File: src/rtl/frame_pixel_responder.sv
// Pixel-read responder: (x,y) -> linear address -> one fixed-latency memory read; waitrequest low for one RESP cycle at T+3+MEM_LATENCY.
// Stalls in ISSUE while mem_busy; optional last-hit cache under FRAME_PIXEL_RESPONDER_HIT_CACHE_EN (T+1 response on hit).
module frame_pixel_responder #(
    parameter int COL_NUM     = 640,
    parameter int ROW_NUM     = 480,
    parameter int ADDR_W      = 19,
    parameter int MEM_LATENCY = 2
) (
    input  logic              clk,
    input  logic              rst,
    input  logic              req_valid,
    input  logic [9:0]        req_x,
    input  logic [9:0]        req_y,
    output logic              waitrequest,
    output logic [7:0]        pixel,
    output logic [ADDR_W-1:0] mem_addr,
    output logic              mem_rd,
    input  logic              mem_busy,
    input  logic [7:0]        mem_rdata,
    output logic              err_range
);

    typedef enum logic [2:0] {IDLE, ADDR, ISSUE, WAIT, RESP} state_t;

    localparam logic [10:0] COL_LIM = 11'(COL_NUM);
    localparam logic [10:0] ROW_LIM = 11'(ROW_NUM);
    localparam logic [3:0]  LAT_M1  = 4'(MEM_LATENCY - 1);

    state_t            state_q;
    logic [9:0]        x_q;
    logic [9:0]        y_q;
    logic [ADDR_W-1:0] addr_q;
    logic [3:0]        cnt_q;
    logic [7:0]        pixel_q;
    logic              err_q;
    logic              out_of_range;

    // Constant-coefficient multiply unrolled into shifted adds of y, one per set bit of COL_NUM.
    function automatic logic [ADDR_W-1:0] lin_addr(input logic [9:0] x, input logic [9:0] y);
        logic [ADDR_W-1:0] acc;
        logic [ADDR_W-1:0] yw;
        acc = ADDR_W'(x);
        yw  = ADDR_W'(y);
        for (int b = 0; b < ADDR_W; b++) begin
            if (COL_NUM[b]) acc = acc + (yw << b);
        end
        return acc;
    endfunction

    assign out_of_range = ({1'b0, x_q} >= COL_LIM) || ({1'b0, y_q} >= ROW_LIM);

`ifdef FRAME_PIXEL_RESPONDER_HIT_CACHE_EN
    logic       c_vld_q;
    logic [9:0] c_x_q;
    logic [9:0] c_y_q;
    logic [7:0] c_pix_q;
    logic       cache_hit;

    assign cache_hit = c_vld_q && (req_x == c_x_q) && (req_y == c_y_q);

    always_ff @(posedge clk) begin
        if (rst) begin
            c_vld_q <= 1'b0;
            c_x_q   <= '0;
            c_y_q   <= '0;
            c_pix_q <= '0;
        end else if (state_q == WAIT && cnt_q == 4'd0) begin
            c_vld_q <= 1'b1;
            c_x_q   <= x_q;
            c_y_q   <= y_q;
            c_pix_q <= mem_rdata;
        end
    end
`endif

    always_ff @(posedge clk) begin
        if (rst) begin
            state_q <= IDLE;
            x_q     <= '0;
            y_q     <= '0;
            addr_q  <= '0;
            cnt_q   <= '0;
            pixel_q <= '0;
            err_q   <= 1'b0;
        end else begin
            case (state_q)
                IDLE: begin
                    if (req_valid) begin
                        x_q <= req_x;
                        y_q <= req_y;
`ifdef FRAME_PIXEL_RESPONDER_HIT_CACHE_EN
                        if (cache_hit) begin
                            pixel_q <= c_pix_q;
                            state_q <= RESP;
                        end else begin
                            state_q <= ADDR;
                        end
`else
                        state_q <= ADDR;
`endif
                    end
                end
                ADDR: begin
                    if (out_of_range) begin
                        err_q   <= 1'b1;
                        pixel_q <= '0;
                        state_q <= RESP;
                    end else begin
                        addr_q  <= lin_addr(x_q, y_q);
                        state_q <= ISSUE;
                    end
                end
                ISSUE: begin
                    if (!mem_busy) begin
                        cnt_q   <= LAT_M1;
                        state_q <= WAIT;
                    end
                end
                WAIT: begin
                    if (cnt_q == 4'd0) begin
                        pixel_q <= mem_rdata;
                        state_q <= RESP;
                    end else begin
                        cnt_q <= cnt_q - 4'd1;
                    end
                end
                RESP:    state_q <= IDLE;
                default: state_q <= IDLE;
            endcase
        end
    end

    // A core that has dropped its request is never stalled, even mid-transaction.
    assign waitrequest = req_valid && (state_q != RESP);
    assign mem_rd      = (state_q == ISSUE);
    assign mem_addr    = addr_q;
    assign pixel       = pixel_q;
    assign err_range   = err_q;

endmodule
File: config.mk
export PLATFORM = sky130hd
export DESIGN_NAME = frame_pixel_responder
export DESIGN_NICKNAME = d
export VERILOG_FILES = /design/src/rtl/frame_pixel_responder.sv
export SDC_FILE = /design/constraint.sdc
export NUM_CORES = 1
export LEC_CHECK = 0
export ABC_AREA = 1
export CAP_MARGIN = 15
export CORE_MARGIN = 10
export CORE_UTILIZATION = 51
export DETAILED_ROUTE_END_ITERATION = 12
export PLACE_DENSITY = 0.8
export SLEW_MARGIN = 5
export SYNTH_ARGS = -nofsm -noshare
export SYNTH_HDL_FRONTEND = slang
export SYNTH_SLANG_ARGS = --single-unit
File: constraint.sdc
create_clock -name clk -period 2.8 [get_ports clk]
set_clock_uncertainty 0.1 [all_clocks]
set_input_delay 0.56 -clock clk [delete_from_list [all_inputs] [get_ports clk]]
set_output_delay 0.56 -clock clk [all_outputs]
set_load 0.1 [all_outputs]
==> impl_results.md <==
* Hold Startpoint: x_q[6]$_SDFFE_PP0P_
* Leak Pwr at 0.00173 µW
* Die ar. at 9130 µm²
* Most common cell after layout, fill and taps aside: nand2_1
* Slew Limit Headroom at 67.5%
* Tot Pwr at 3230 µW
* Final net count at 532
* Crit path arrival time at 2.72 ns
* Ranking of synthesized cells by area: dfxtp_1, nand2_1, inv_1
* 1st-pass router iterations at 4
* First-pass GRT wire length at 11900 µm
* Post-synth top area share at 37.8%
* Mapped Cells at 427
* Core area at 5510 µm²
* Most frequent cells in the layout: nand2_1, inv_1, dfxtp_1
* Num CTS Buffers at 5
* WL per Instance at 12.4 µm
* N_diodes at 0
* Final hold viol count at 0
* Initial antenna violation count at 0
* Clk sink count at 55
* Max H-tree Level at 2
* Synth Net Count at 475
* I/O pin cnt at 62
* Post-Place Cells at 548
* Pins Over Slew Limit at 0
* Routability congestion estimate at 0.949
* Peak VDD IR at 0.468 mV
* FF+latch count, synth at 55
* Pwr/cell area at 887 nW/µm²
* Max Fclk at 0.385 GHz
* Min-delay worst type: reg2reg
* Share of the yosys chip area belonging to registers at 37.8%
* Vias in the first global route at 2674
* Cells along the critical path: ha_1, fa_2, xor2_1, ha_2, inv_1, fa_1, nand3b_1, nand2_2, nand2_1, nand3_1, nand3_1, nand2_1, inv_1
* Largest net degree at the start of global routing at 42
* Crit. Startpoint: x_q[7]$_SDFFE_PP0P_
* Status: completed
* HPWL after detailed placement at 5230 µm
* Synthesized area per cell at 6.81 µm²
* Largest fanout on the critical path at 3
* Max stage delay on crit path at 0.39 ns
* Die height at 95.5 µm
* DIE WIDTH at 95.5 µm
* Post-Syn Area at 2910 µm²
* CP startpoint kind: flip-flop
* Fin cells at 557
* Final core occ at 66.1%
* Initial core utilization at 52.8%
* TritonCTS clock tree: yes
* CTS Buffer Depth at 2
* Worst path bufs/invs at 2
* Vias per cell at 4.97
* Synth-to-Final Area Change at 25.1%
* Max cap viols at 0
* Number of setup violations in the final report at 0
* Initial DRC Count at 100
* Clock latency on the worst-skew pair at 0.32 ns
* Crit path capture type: flip-flop
* Wirelength, routed at 6880 µm
* Vias at 2767
* Critical Path RT at 2.92 ns
* Port Buffer Count at 61
* Worst r2r src: x_q[7]$_SDFFE_PP0P_
* Synth warn at 0
* Critical path class: reg2reg
* CTS Root Cell: clkbuf_8
* Hold buffer count at CTS at 0
* Clk pin slew, worst setup/hold paths at 0.11 ns
* Row cnt at 27
* Tmin final at 2.60 ns
* Total gr overflow at 0
* DRT antenna net count at 0
* Worst Tran Pin Value at 0.487 ns
* Final period util at 92.7%
* Worst path top cell family by delay: adder cells
* Synth area leader: dfxtp_1
* Gr usage total at 15.6%
* Share of cells above drive strength 1 at 13.2%
* Crit-path slowest cell: fa_1
* Synth cell types at 29
* Total DRC errors in the routed layout at 0
==> kinds of logic (layout without fill, tap and decap cells) <==
group | Yosys count | in the layout | share of synthesized area (%)
adders and majority gates | 16 | 16 | 7.40
DFF | 55 | 55 | 37.8
and+or+nand+nor | 187 | 187 | 26.9
AOI/OAI and AO/OA | 76 | 76 | 13.3
xor gates and xnor gates | 10 | 10 | 3.01
buffers and inverters | 83 | 141 | 11.6
==> stage by stage <==
stage | TNS [ns] | cell area (µm²) | hold WS (ns) | setup slack (ns)
after global routing | -0.00652 | 3640 | 0.375 | -0.00652
after global placement | 0 | 3490 | 0.328 | 0.276
after CTS | 0 | 3590 | 0.351 | 0.131
after floorplan | 0 | 2910 | 0.320 | 0.0182
after detailed placement | 0 | 3490 | 0.334 | 0.154
final | 0 | 3640 | 0.348 | 0.204
==> worst paths after layout <==
check,endpoint,slack [ns],cells past startpoint
min,x_q[6]$_SDFFE_PP0P_,0.35,2
max,mem_addr[15]$_SDFFE_PP0P_,0.20,13
max reg2reg,mem_addr[15]$_SDFFE_PP0P_,0.20,13
min reg2reg,x_q[6]$_SDFFE_PP0P_,0.35,2
==> cell type report <==
type	count	area (µm²)
fillers	505	1870
multi-input cells	289	1510
flip-flops and latches	55	1100
repair buffers	66	586
inverters	67	251
well taps	72	90.1
clock buffers	5	68.8
clock inverters	3	27.5
==> synth_stat cells <==
cell type / count
nand2_2: 4
nor3_1: 1
buf_6: 1
a31oi_1: 1
or2_2: 1
clkbuf_1: 8
o21ai_0: 32
ha_1: 14
xor2_1: 8
o21ai_1: 2
o31ai_1: 1
nor2_1: 54
buf_2: 2
nand2_1: 93
nand3b_1: 2
inv_2: 3
buf_1: 1
xnor2_1: 2
dfxtp_1: 55
o21bai_1: 1
buf_4: 4
nor2_4: 1
inv_1: 64
nand3_1: 24
nor2_2: 3
nand3_2: 1
fa_1: 2
a21oi_1: 39
nand4_1: 3
==> sequential cells by signal, summed over array words and instances, names as in the netlist <==
name       flops
mem_addr      19
x_q           10
y_q           10
pixel          8
cnt_q          4
state_q        3
err_range      1
==> power breakdown <==
| part | switching (µW) | internal [µW] | total (µW) | leakage, µW |
|---|---|---|---|---|
| sequential | 109 | 947 | 1060 | 0.000452 |
| combinational | 1240 | 460 | 1700 | 0.00123 |
| clock | 284 | 186 | 470 | 0.0000467 |
| total | 1630 | 1590 | 3230 | 0.00173 |
==> worst register-to-register path: stages, from the launching register on <==
cell,delay (ns)
dfxtp_1,0.35
ha_1,0.24
fa_2,0.36
xor2_1,0.16
ha_2,0.22
inv_1,0.05
fa_1,0.39
nand3b_1,0.20
nand2_2,0.12
nand2_1,0.07
nand3_1,0.07
nand3_1,0.07
nand2_1,0.07
inv_1,0.03
==> layer usage <==
layer  global-route usage [%]  share of wire (%)
met4                     4.18                1.7
met2                     25.9                 46
met5                        0                  0
met3                     5.26                7.7
met1                     18.9                 45
==> timing repair <==
action                                  in CTS  in global routing
gates resized for setup                      0                  8
setup buffers                                0                  1
endpoints found under the setup margin       0                  6
Note: power is estimated with default switching activity, not from simulation.
==> patch (same flow settings) <==
Re-encode `state_t` (5 states) as one-hot, 5 bits wide.
--- a/src/rtl/frame_pixel_responder.sv
+++ b/src/rtl/frame_pixel_responder.sv
@@ -21,5 +21,5 @@
 );
 
-    typedef enum logic [2:0] {IDLE, ADDR, ISSUE, WAIT, RESP} state_t;
+    typedef enum logic [4:0] {IDLE = 5'b00001, ADDR = 5'b00010, ISSUE = 5'b00100, WAIT = 5'b01000, RESP = 5'b10000} state_t;
 
     localparam logic [10:0] COL_LIM = 11'(COL_NUM);
Formal check against the unedited RTL: same outputs for any inputs over 10 cycles, from zero or initial values and one cycle with rst high; not proved beyond that.
==> patch against the original RTL <==
Fmax rose by 0.36%; critical path type unchanged; area after synthesis rose by 4.2%; sequential cell count rose by 2; design area rose by 6.3%; count of clock-buffer cells in the layout rose by 7; setup slack improved by 9.2 ps; routed wire length fell by 1.6%.
Power is not compared: it rests on default switching activity, and its combinational part moved more than twofold at a synthesized area within 25%.
==> patch: results <==
metrics = {
    "run_status": {
        "status": "complete, no violations",
    },
    "logic_synthesis": {
        "synth_fp_nets": 476,
        "syn_inst": 427,
        "synth_area_um2": 3030,
        "yosys_most_used_dff": "dfxtp_1",
        "yosys_warnings": 0,
        "synth_cell_types": 33,
        "ys_top_cells_by_area": "dfxtp_1, nand2_1, nor2_1, inv_1, nand3_1",
        "synthArstFlopShare_pct": 0,
        "synth_common_cells": "nand2_1, nor2_1, dfxtp_1, inv_1, nand3_1",
        "seq_area_frac_synth_pct": 37.6,
    },
    "clock_tree": {
        "clockRootBuffer": "clkbuf_8",
        "insertion_delay_ps": 330,
        "cts_max_level": 3,
        "cts_buffers": 9,
        "cts_max_path_buffers": 2,
        "cts.reportedPaths.clkPinSlew_ps": 70,
    },
    "grt": {
        "grt_max_degree": 44,
        "antenna_found_initial": 0,
        "grt_pass1_vias": 2618,
        "grt_pass1_wl_um": 11400,
        "grt_usage_pct": 14.1,
    },
    "placement": {
        "io_buffers": 61,
        "dp_slack_ps": -10.8,
        "gp_congestion": 0.825,
        "hpwlAfterDp_um": 4900,
        "dp.cells": 552,
    },
    "setup_path": {
        "critPathSlowestCell": "fa_1",
        "critical_path.max_fanout": 3,
        "arrival_ps": 2720,
        "crit_path_max_incr_delay_ps": 410,
        "cp_top_family": "adder cells",
    },
    "routing": {
        "wirelength_um": 6770,
        "drtIter0Drc": 93,
        "firstDrtPassIters": 4,
        "via_per_inst": 4.83,
    },
    "min_path": {
        "hp-class": "reg2reg",
    },
    "layout": {
        "stdcell_count": 570,
        "layout-drive-gt1-share_pct": 16.2,
        "largest_register_ffs": 19,
        "diodes": 0,
        "fin_nets": 539,
    },
    "timing": {
        "relSlewSlack_pct": 60.0,
    },
    "power": {
        "ir_drop_mv": 0.455,
        "p_leak_nw": 1.77,
    },
}
## patch: cell count changes after synthesis, moves of 3 or more
cell,before,now
clkbuf_1,8,4
a21oi_1,39,29
inv_1,64,57
nor2_4,1,4
nand2_1,93,72
nor2_1,54,68
buf_6,1,5
buf_4,4,0
nand3_1,24,39
## patch: layout make-up
type	instances	area, um^2
clock buffers	12	155
clock inverters	4	51.3
fillers	505	1980
inverters	61	230
multi-input cells	295	1610
flip-flops and latches	57	1140
well taps	75	93.8
repair buffers	66	586
## patch: final timing paths
kind,start,to,slack (ps),cells past startpoint
max,y_q[0]$_SDFFE_PP0P_,mem_addr[15]$_SDFFE_PP0P_,210,14
min,x_q[1]$_SDFFE_PP0P_,x_q[1]$_SDFFE_PP0P_,340,2
max reg2reg,y_q[0]$_SDFFE_PP0P_,mem_addr[15]$_SDFFE_PP0P_,210,14
min reg2reg,x_q[1]$_SDFFE_PP0P_,x_q[1]$_SDFFE_PP0P_,340,2
## patch: metrics by stage
stage | cell area, um^2 | TNS [ps]
final | 3870 | 0
after global routing | 3870 | 0
after CTS | 3810 | 0
after detailed placement | 3600 | -10.8
after global placement | 3600 | 0
after floorplan | 3030 | 0
## patch: metal layers
metal / up-vias / global-route usage (%) / share of wire (%)
li1: 1483 / - / -
met1: 1195 / 16.2 / 46
met2: 64 / 25.1 / 48
met3: 10 / 3.27 / 4.2
met4: 0 / 4.77 / 1.1
met5: - / 0 / 0
## patch: worst register-to-register path, cell delays in order, from the launching register on
cell     delay [ps]
dfxtp_2         350
ha_1            170
inv_1            60
fa_2            370
xnor2_1         160
ha_1            250
fa_1            410
nand3_1         100
nand2_1         110
nand2_1         100
nand2_1          50
nand2_1          50
nand3_1          60
nand2_1         100
inv_1            40
## patch: cell families after synthesis
group | count (synthesis) | share of synthesized area, %
AO/OA/AOI/OAI | 69 | 11.8
XOR/XNOR | 9 | 2.60
adder cells (fa/ha/maj) | 17 | 7.51
buffers and inverters | 75 | 10.7
flip-flops | 57 | 37.6
AND/OR/NAND/NOR | 200 | 29.8
## patch: where the power goes
part	switching, mW	internal, mW
clock	0.330	0.460
sequential	0.0466	0.867
combinational	0.346	0.185
total	0.723	1.51
## patch: timing repair
action | in CTS | in global routing
gates resized for setup | 1 | 9
pin swaps | 0 | 2
setup endpoints to repair | 2 | 5
buffers inserted | 0 | 2
